File: src/rtl/gpu_blitter.sv
// gpu_blitter: second-generation rectangle blitter.
//   DRAW  : copies a (optionally mirrored) excerpt of an RGBA5551 image from
//           memory to the framebuffer write port, skipping transparent pixels
//           (bit 0 clear) and pixels that fall outside the framebuffer.
//   FILL  : writes a constant colour over a clipped rectangle.
//   CLEAR : FILL over the whole framebuffer.
// Ports:
//   clk, rst_n              clock, asynchronous active-low reset
//   i_ctrl_*                command inputs, sampled on an accepted i_ctrl_start
//   o_ctrl_busy/o_ctrl_done command in progress / one-cycle completion pulse
//   o_mem_addr/o_mem_read   read request, i_mem_valid/i_mem_data response
//   o_fb_x/o_fb_y/o_fb_color/o_fb_write  registered framebuffer write port
module gpu_blitter #(
    parameter int FB_WIDTH  = 400,
    parameter int FB_HEIGHT = 240,
    parameter int ADDR_W    = 32,
    parameter int COORD_W   = 16
) (
    input  logic                         clk,
    input  logic                         rst_n,
    input  logic                         i_ctrl_start,
    input  logic [1:0]                   i_ctrl_mode,
    input  logic                         i_ctrl_flip_x,
    input  logic                         i_ctrl_flip_y,
    input  logic [ADDR_W-1:0]            i_ctrl_address,
    input  logic [15:0]                  i_ctrl_address_x,
    input  logic [15:0]                  i_ctrl_address_y,
    input  logic [15:0]                  i_ctrl_image_width,
    input  logic [COORD_W-1:0]           i_ctrl_width,
    input  logic [COORD_W-1:0]           i_ctrl_height,
    input  logic [COORD_W-1:0]           i_ctrl_x,
    input  logic [COORD_W-1:0]           i_ctrl_y,
    input  logic [15:0]                  i_ctrl_color,
    output logic                         o_ctrl_busy,
    output logic                         o_ctrl_done,
    output logic [ADDR_W-1:0]            o_mem_addr,
    output logic                         o_mem_read,
    input  logic                         i_mem_valid,
    input  logic [15:0]                  i_mem_data,
    output logic [$clog2(FB_WIDTH)-1:0]  o_fb_x,
    output logic [$clog2(FB_HEIGHT)-1:0] o_fb_y,
    output logic [15:0]                  o_fb_color,
    output logic                         o_fb_write
);

    localparam int XW  = $clog2(FB_WIDTH);
    localparam int YW  = $clog2(FB_HEIGHT);
    localparam int CW1 = COORD_W + 1;

    localparam logic [1:0] MODE_DRAW  = 2'd0;
    localparam logic [1:0] MODE_FILL  = 2'd1;
    localparam logic [1:0] MODE_CLEAR = 2'd2;

    typedef enum logic [2:0] {
        S_IDLE    = 3'd0,
        S_REQ     = 3'd1,
        S_WAIT    = 3'd2,
        S_FILLPIX = 3'd3,
        S_FINISH  = 3'd4
    } state_t;

    state_t                r_state;
    state_t                w_next_state;

    // Latched command
    logic                  r_flip_x;
    logic                  r_flip_y;
    logic [ADDR_W-1:0]     r_base;
    logic [15:0]           r_ax;
    logic [15:0]           r_ay;
    logic [15:0]           r_stride;
    logic [COORD_W-1:0]    r_w;
    logic [COORD_W-1:0]    r_h;
    logic [COORD_W-1:0]    r_x;
    logic [COORD_W-1:0]    r_y;
    logic [15:0]           r_color;

    // Traversal counters: r_i column, r_j row
    logic [COORD_W-1:0]    r_i;
    logic [COORD_W-1:0]    r_j;

    // Registered outputs
    logic                  r_busy;
    logic                  r_done;
    logic                  r_fb_write;
    logic [XW-1:0]         r_fb_x;
    logic [YW-1:0]         r_fb_y;
    logic [15:0]           r_fb_color;

    // Combinational helpers
    logic                  w_accept;
    logic [COORD_W-1:0]    w_start_w;
    logic [COORD_W-1:0]    w_start_h;
    logic [COORD_W-1:0]    w_start_x;
    logic [COORD_W-1:0]    w_start_y;
    logic                  w_start_empty;
    logic [COORD_W:0]      w_sx;
    logic [COORD_W:0]      w_sy;
    logic                  w_inb;
    logic                  w_last;
    logic [COORD_W-1:0]    w_w_m1;
    logic [COORD_W-1:0]    w_h_m1;
    logic [COORD_W-1:0]    w_scol;
    logic [COORD_W-1:0]    w_srow;
    logic [ADDR_W-1:0]     w_addr;
    logic                  w_mem_read;
    logic                  w_adv;
    logic                  w_pix_we;
    logic [15:0]           w_pix_color;

    assign w_accept = (r_state == S_IDLE) && i_ctrl_start;

    // Effective rectangle of an incoming command (CLEAR covers the whole framebuffer)
    always_comb begin
        w_start_w = i_ctrl_width;
        w_start_h = i_ctrl_height;
        w_start_x = i_ctrl_x;
        w_start_y = i_ctrl_y;
        if (i_ctrl_mode == MODE_CLEAR) begin
            w_start_w = COORD_W'(FB_WIDTH);
            w_start_h = COORD_W'(FB_HEIGHT);
            w_start_x = '0;
            w_start_y = '0;
        end else begin
            w_start_w = i_ctrl_width;
            w_start_h = i_ctrl_height;
            w_start_x = i_ctrl_x;
            w_start_y = i_ctrl_y;
        end
        w_start_empty = (w_start_w == '0) || (w_start_h == '0) || (i_ctrl_mode == 2'd3);
    end

    // Destination position of the current pixel, clipping test and source address
    always_comb begin
        // One extra bit keeps the sign of x + i so negative positions clip correctly
        w_sx   = {r_x[COORD_W-1], r_x} + {1'b0, r_i};
        w_sy   = {r_y[COORD_W-1], r_y} + {1'b0, r_j};
        w_inb  = !w_sx[COORD_W] && (w_sx < CW1'(FB_WIDTH)) &&
                 !w_sy[COORD_W] && (w_sy < CW1'(FB_HEIGHT));
        w_w_m1 = r_w - COORD_W'(1);
        w_h_m1 = r_h - COORD_W'(1);
        w_last = (r_i == w_w_m1) && (r_j == w_h_m1);
        if (r_flip_x) begin
            w_scol = w_w_m1 - r_i;
        end else begin
            w_scol = r_i;
        end
        if (r_flip_y) begin
            w_srow = w_h_m1 - r_j;
        end else begin
            w_srow = r_j;
        end
        w_addr = r_base + (ADDR_W'(r_ay) + ADDR_W'(w_srow)) * ADDR_W'(r_stride)
               + ADDR_W'(r_ax) + ADDR_W'(w_scol);
    end

    // FSM state register
    always_ff @(posedge clk or negedge rst_n) begin
        if (!rst_n) begin
            r_state <= S_IDLE;
        end else begin
            r_state <= w_next_state;
        end
    end

    // FSM next-state logic
    always_comb begin
        w_next_state = r_state;
        case (r_state)
            S_IDLE: begin
                if (!i_ctrl_start) begin
                    w_next_state = S_IDLE;
                end else if (w_start_empty) begin
                    w_next_state = S_FINISH;
                end else if (i_ctrl_mode == MODE_DRAW) begin
                    w_next_state = S_REQ;
                end else begin
                    w_next_state = S_FILLPIX;
                end
            end
            S_REQ: begin
                if (w_inb) begin
                    w_next_state = S_WAIT;
                end else if (w_last) begin
                    w_next_state = S_FINISH;
                end else begin
                    w_next_state = S_REQ;
                end
            end
            S_WAIT: begin
                if (!i_mem_valid) begin
                    w_next_state = S_WAIT;
                end else if (w_last) begin
                    w_next_state = S_FINISH;
                end else begin
                    w_next_state = S_REQ;
                end
            end
            S_FILLPIX: begin
                if (w_last) begin
                    w_next_state = S_FINISH;
                end else begin
                    w_next_state = S_FILLPIX;
                end
            end
            S_FINISH: begin
                w_next_state = S_IDLE;
            end
            default: begin
                w_next_state = S_IDLE;
            end
        endcase
    end

    // FSM output decode: read request, counter advance and pixel write enable
    always_comb begin
        w_mem_read  = 1'b0;
        w_adv       = 1'b0;
        w_pix_we    = 1'b0;
        w_pix_color = r_color;
        case (r_state)
            S_REQ: begin
                w_mem_read = w_inb;
                w_adv      = !w_inb;
            end
            S_WAIT: begin
                w_adv       = i_mem_valid;
                w_pix_we    = i_mem_valid && i_mem_data[0];
                w_pix_color = i_mem_data;
            end
            S_FILLPIX: begin
                w_adv    = 1'b1;
                w_pix_we = w_inb;
            end
            default: begin
                w_mem_read  = 1'b0;
                w_adv       = 1'b0;
                w_pix_we    = 1'b0;
                w_pix_color = r_color;
            end
        endcase
    end

    // Command latch and row-major traversal counters
    always_ff @(posedge clk or negedge rst_n) begin
        if (!rst_n) begin
            r_flip_x <= 1'b0;
            r_flip_y <= 1'b0;
            r_base   <= '0;
            r_ax     <= 16'd0;
            r_ay     <= 16'd0;
            r_stride <= 16'd0;
            r_w      <= '0;
            r_h      <= '0;
            r_x      <= '0;
            r_y      <= '0;
            r_color  <= 16'd0;
            r_i      <= '0;
            r_j      <= '0;
        end else if (w_accept) begin
            r_flip_x <= i_ctrl_flip_x;
            r_flip_y <= i_ctrl_flip_y;
            r_base   <= i_ctrl_address;
            r_ax     <= i_ctrl_address_x;
            r_ay     <= i_ctrl_address_y;
            r_stride <= i_ctrl_image_width;
            r_w      <= w_start_w;
            r_h      <= w_start_h;
            r_x      <= w_start_x;
            r_y      <= w_start_y;
            r_color  <= i_ctrl_color;
            r_i      <= '0;
            r_j      <= '0;
        end else if (w_adv) begin
            if (r_i == w_w_m1) begin
                r_i <= '0;
                r_j <= r_j + COORD_W'(1);
            end else begin
                r_i <= r_i + COORD_W'(1);
            end
        end
    end

    // Registered status and framebuffer outputs; pixel fields hold when not writing
    always_ff @(posedge clk or negedge rst_n) begin
        if (!rst_n) begin
            r_busy     <= 1'b0;
            r_done     <= 1'b0;
            r_fb_write <= 1'b0;
            r_fb_x     <= '0;
            r_fb_y     <= '0;
            r_fb_color <= 16'd0;
        end else begin
            r_busy     <= (w_next_state != S_IDLE);
            r_done     <= (r_state == S_FINISH);
            r_fb_write <= w_pix_we;
            if (w_pix_we) begin
                r_fb_x     <= w_sx[XW-1:0];
                r_fb_y     <= w_sy[YW-1:0];
                r_fb_color <= w_pix_color;
            end
        end
    end

    assign o_ctrl_busy = r_busy;
    assign o_ctrl_done = r_done;
    assign o_mem_read  = w_mem_read;
    assign o_mem_addr  = w_mem_read ? w_addr : '0;
    assign o_fb_write  = r_fb_write;
    assign o_fb_x      = r_fb_x;
    assign o_fb_y      = r_fb_y;
    assign o_fb_color  = r_fb_color;

endmodule

File: config.mk
export PLATFORM = sky130hd
export DESIGN_NAME = gpu_blitter
export DESIGN_NICKNAME = d
export VERILOG_FILES = /design/src/rtl/gpu_blitter.sv
export SDC_FILE = /design/constraint.sdc
export NUM_CORES = 1
export LEC_CHECK = 0
export ABC_AREA = 1
export ABC_CLOCK_PERIOD_IN_PS = 17500
export CORE_MARGIN = 1.5
export CORE_UTILIZATION = 30
export DETAILED_ROUTE_END_ITERATION = 16
export DONT_BUFFER_PORTS = 1
export HOLD_SLACK_MARGIN = 0.05
export PLACE_DENSITY = 0.55
export SYNTH_ARGS = -nofsm -noshare
export SYNTH_HDL_FRONTEND = slang
export SYNTH_SLANG_ARGS = --single-unit
File: constraint.sdc
create_clock -name clk -period 17.5 [get_ports clk]
set_clock_uncertainty 0.1 [all_clocks]
set_input_delay 3.5 -clock clk [delete_from_list [all_inputs] [get_ports clk]]
set_output_delay 3.5 -clock clk [all_outputs]
set_load 0.05 [all_outputs]
# Word-level counts from Yosys, hierarchy flattened
# Index checks and enable logic that the tools add are counted.
totals:
  register_bits: 233
  input_bits: 184
op_classes:
  n_addsub: 12
  multipliers: 1
  magnitude_cmp: 2
  eq_ne: 8
  muxes: 25
  n_reduce_logical: 19
ops:
  columns: ["cell", "count"]
  rows:
  - ["$mux 16", 13]
  - ["$add 32x16->32", 2]
  - ["$add 17x16->17", 2]
  - ["$add 16x1->16 const B", 2]
  - ["$add 32x32->32", 1]
  - ["$eq 16x16->1", 2]
  - ["$logic_not 16->1", 2]
  - ["$mul 17x16->32", 1]
  - ["$mux 32", 1]
  - ["$sub 16x1->16 const B", 2]
  - ["$sub 16x16->16", 2]
  - ["$mux 3", 6]
  - ["$add 16x16->17", 1]
  - ["$lt 17x8->1 const B", 1]
  - ["$lt 17x9->1 const B", 1]
  - ["$pmux 3 s4", 1]
  - ["$eq 3x2->1 const B", 2]
  - ["$logic_and 1x1->1", 6]
  - ["$eq 2x2->1 const B", 2]
  - ["$reduce_bool 2->1", 2]
  - ["$eq 3x1->1 const B", 1]
  - ["$eq 3x3->1 const B", 1]
  - ["$logic_not 1->1", 3]
  - ["$logic_not 3->1", 1]
  - ["other kinds (8)", 9]

# Logic depth before layout (Yosys ltp)
depth:
  depth_word: 9
  ltp_mapped: 55

# Worst setup path before layout
# Ideal clock, no wire load.
synth_path:
  kind: "register -> output"
  start: "reg r_h[0]"
  end: "out o_mem_addr[26]"
  arrival_time_ns: 9.510
  t_required_ns: 13.900
  path_slack_ns: 4.390
  stages_incl_launch_ff: 47
  path_buffers: 1
  path_cell_list: "dfrtp_1 > inv_1 > ha_1 > nand2_1 > nor3_1 > xor2_1 > ha_1 > a21oi_1 > o21ai_0 > a21oi_1 > inv_1 > nand2_1 > a21oi_1 > or2_2 > nand3_1 > o21ai_0 > ha_1 > nand2_1 > (+11 left out) > inv_1 > fa_1 > fa_1 > inv_1 > fa_1 > inv_1 > ha_1 > nand2_1 > nor2_1 > inv_1 > nor2_1 > inv_1 > o211ai_1 > a21o_1 > nand2_1 > nand2_1 > nor2_1 > nor3b_1"
synth_between:
  elab_chain_len: 9
synth_lines:
  columns: ["item", "line_no", "source"]
  rows:
  - ["start, declared", "73", "logic [COORD_W-1:0] r_h;"]
  - ["start signal, assigned", "268", "r_h <= w_start_h;"]
  - ["$sub 16x1->16", "141", "w_h_m1 = r_h - COORD_W'(1);"]
  - ["$sub 16x16->16", "149", "w_srow = w_h_m1 - r_j;"]
  - ["$mux 16", "148", "if (r_flip_y) begin"]
  - ["$add 16x16->17", "153", "w_addr = r_base + (ADDR_W'(r_ay) + ADDR_W'(w_srow)) * ADDR_W'(r_stride)"]
  - ["$mul 17x16->32", "153", null]
  - ["$add 32x32->32", "153", null]
  - ["$add 32x16->32 (2 in series)", "154", "+ ADDR_W'(r_ax) + ADDR_W'(w_scol);"]
  - ["$mux 32", "308", "assign o_mem_addr = w_mem_read ? w_addr : '0;"]
  - ["end, declared", "36", "output logic [ADDR_W-1:0] o_mem_addr,"]
# No other way between the ends.

# Worst setup path in the final report
layout_path:
  start: "reg r_h[2]"
  end: "out o_mem_addr[31]"
# The elaborated chain is that of the path after synthesis.

==> impl_metrics.toml <==
[clock_tree]
ctsHtreeMaxLevel = 1
max-clock-path-buffers = 3
cts-resized-gates = 0
clk-insertion-delay-late_ps = 620
clock_tree.root_cell = "sky130_fd_sc_hd__clkbuf_16"
tritoncts_clock_tree = "done"
cts_made_buffers = 31
clock_sink_count = 233
cts_post_setup_buffers_inserted = 0
worst_path_clk_slew_ps = 60
holdBufCountCts = 0

[final_layout]
seqCellArea_um2 = 5831
final_layout_size_suffix_gt1_share_pct = 3.697
fill_cells = 9271
area_growth_syn_to_layout_pct = 8.757
design_area_um2 = 28020
multiInputGateArea_um2 = 17220
layout.nets = 4054

[route]
via_count = 21560
totalWireLength_mm = 82.01
antenna_left = 0
drt_via_density = 4.705
routedWlPerCell_um = 17.90
drt-pass1-iter-count = 5
remaining_drc_errors = 0
detail_route.iter0.violations = 1430

[sta]
rsz_0062_raised_after_global_routing = "no"
final_period_minus_worst_setup_slack_ps = 14650
max_slew.worst_pin.slew_ps = 1083
setup-tns-final_ps = 0
period_share_pct = 83.71
max-slew-margin-rel_pct = 27.51
finalSetupViolCount = 0
max_clock_freq_mhz = 68.27
report.final.slew_viol_count = 0
final-hold-violation-count = 0

[global_route]
vias_in_the_first_global_route = 21730
grt_first_pass_wirelength_mm = 128.0
pin_count_of_the_biggest_net_entering_global_routing = 234
antenna_violations_before_repair = 8
global_route.overflow_total = 0
groute.usage.overall_pct = 18.95

[floorplanning]
fp.coreArea_um2 = 85150
rows = 107
die_h_um = 296.0
design.die.area_um2 = 87640
die_w_um = 296.0
ios = 253
start_util_pct = 30.25

[synth]
async_flop_share_pct = 100.0
post_synth_instance_area_um2 = 25760
synth-compound-area-share_pct = 6.688
yosys.area_share.simple_pct = 26.39
synth-seq-cells = 233
synth_top_family_by_area = "adder cells"
most_used_dff_post_synth = "sky130_fd_sc_hd__dfrtp_1"
synth_fa_ha_area_share_pct = 30.36
edff_count_synth = 0
post_synth_xor_area_fraction_pct = 3.259
yosysMostFrequentCell = "sky130_fd_sc_hd__nand2_1"
synth_common_cells = "sky130_fd_sc_hd__nand2_1 (1039), sky130_fd_sc_hd__inv_1 (595), sky130_fd_sc_hd__nor2_1 (319), sky130_fd_sc_hd__fa_1 (275), sky130_fd_sc_hd__dfrtp_1 (233)"
synth.net_count = 4117
post_synth_num_cell_types = 53
number_of_standard_cells_after_synthesis = 3473
post_synth_top_area_cell = "sky130_fd_sc_hd__dfrtp_1"
sequential_area_share_after_synthesis_pct = 22.63
mean_post_synth_cell_area_um2 = 7.417
multiplexer_fraction_of_the_synthesized_cell_area_pct = 0
yosys.area.top_type_share_pct = 22.63
ys_warnings = 0
ys_top_cells_by_area = "sky130_fd_sc_hd__dfrtp_1 (23%), sky130_fd_sc_hd__fa_1 (21%), sky130_fd_sc_hd__nand2_1 (15%), sky130_fd_sc_hd__ha_1 (9.0%), sky130_fd_sc_hd__inv_1 (8.7%)"

[critical_path]
timing.critical_path.arrival_ps = 11050
timing.critical_path.slowest_stage_cell = "sky130_fd_sc_hd__nor2_1"
worst_path_largest_cell_delay_ps = 710
worstSetupPathType = "reg2out"
crit_top_cell = "sky130_fd_sc_hd__nand2_1"
crit_required_ps = 13900
timing.critical_path.fanout_max = 12
worstSetupStartpointType = "flop"
worstSetupEndpointType = "primary output"

[status]
run_status = "finished, final reports clean"

[place]
place_congestion = 0.8863
postPlaceCellArea_um2 = 26840
dp_hpwl_mm = 66.49
placement.io_buffers = 0

[job]
max_cap_viol_count = 0

[worst_hold_path]
worst_hold_path_type = "reg2reg"
-- layer usage --
layer / global-route usage [%] / vias up / wire length [um]
li1: - / 10540 / -
met1: 26.78 / 10380 / 39120
met5: 0 / - / 38
met2: 29.96 / 535 / 36130
met3: 3.253 / 104 / 4776
met4: 4.691 / 6 / 1947
-- cell usage in the layout, fill, tap and decap left out, types with 4 or more instances in the layout --
cell type	Yosys	final
sky130_fd_sc_hd__a21o_1	11	11
sky130_fd_sc_hd__a21oi_1	95	95
sky130_fd_sc_hd__a21oi_2	5	5
sky130_fd_sc_hd__a31oi_1	8	8
sky130_fd_sc_hd__buf_4	1	7
sky130_fd_sc_hd__bufinv_16	0	7
sky130_fd_sc_hd__clkbuf_16	0	31
sky130_fd_sc_hd__clkinv_1	13	13
sky130_fd_sc_hd__clkinv_2	0	4
sky130_fd_sc_hd__dfrtp_1	233	233
sky130_fd_sc_hd__fa_1	275	275
sky130_fd_sc_hd__ha_1	185	185
sky130_fd_sc_hd__inv_1	595	594
sky130_fd_sc_hd__inv_2	5	5
sky130_fd_sc_hd__inv_6	0	5
sky130_fd_sc_hd__nand2_1	1039	1039
sky130_fd_sc_hd__nand2_2	6	6
sky130_fd_sc_hd__nand3_1	162	161
sky130_fd_sc_hd__nand3_2	4	4
sky130_fd_sc_hd__nand3b_1	19	19
sky130_fd_sc_hd__nand4_1	24	24
sky130_fd_sc_hd__nor2_1	319	319
sky130_fd_sc_hd__nor2_2	4	4
sky130_fd_sc_hd__nor3_1	34	33
sky130_fd_sc_hd__nor3b_2	0	5
sky130_fd_sc_hd__nor4_1	10	10
sky130_fd_sc_hd__o211ai_1	5	5
sky130_fd_sc_hd__o21ai_0	151	151
sky130_fd_sc_hd__o21ai_1	16	16
sky130_fd_sc_hd__or2_2	15	15
sky130_fd_sc_hd__xnor2_1	26	26
sky130_fd_sc_hd__xor2_1	68	68
-- worst max-delay path: cells and delay by family (launching register included) --
kind | cells | cell delay, ps
AO/OA/AOI/OAI | 5 | 1130
buffers and inverters | 5 | 550
XOR/XNOR | 2 | 330
flip-flops | 1 | 410
adder cells (fa/ha/maj) | 9 | 4000
AND/OR/NAND/NOR | 21 | 4020
-- through the flow --
step | setup slack (ps) | util, % | hold WS, ps | std cells
floorplan | 4390 | - | 349.2 | 3473
detailed placement | 3533 | 31.53 | 369.2 | 4521
global placement | 3676 | 31.53 | 364.4 | 4521
CTS | 2831 | 32.90 | 386.9 | 4579
finish | 2852 | 32.90 | 380.9 | 4582
global route | 2066 | 32.90 | 409.3 | 4581
-- flip-flops by register name, indices dropped and copies added (netlist names) --
register / flops
o_ctrl_busy: 1
o_ctrl_done: 1
o_fb_color: 16
o_fb_write: 1
o_fb_x: 9
o_fb_y: 8
r_ax: 16
r_ay: 16
r_base: 32
r_color: 16
r_flip_x: 1
r_flip_y: 1
r_h: 16
r_i: 16
r_j: 16
r_state: 3
r_stride: 16
r_w: 16
r_x: 16
r_y: 16
-- kinds of logic (layout without fill, tap and decap cells) --
group           Yosys count  in the layout
other cells               0              3
xor+xnor                 95             95
fa+ha+maj               460            460
simple gates           1654           1654
flops                   233            233
compound gates          315            315
buf+inv                 716            678
-- area by class of cell --
cell class	count	area share, %
Antenna cell	3	0.02680
Clock buffer	35	2.930
Clock inverter	23	1.233
Inverter	613	8.231
Multi-Input combinational cell	2524	61.47
Sequential cell	233	20.81
Tap cell	1144	5.109
Timing Repair Buffer	7	0.1876
-- path summary, 6_finish.rpt --
kind	depth (start not counted)	slack, ps	start	to
setup / recovery	42	2850	r_h[2]	o_mem_addr[31]
hold / removal	2	380	r_color[12]	r_color[12]
setup reg to reg	19	13430	r_w[0]	r_i[14]
hold reg to reg	2	380	r_color[12]	r_color[12]
max in group asynchronous	0	14310	rst_n	r_base[19]
min in group asynchronous	0	2480	rst_n	o_fb_color[5]
Power is not shown: default switching activity piles up to over one toggle a cycle in this logic, so the estimate is an artifact.
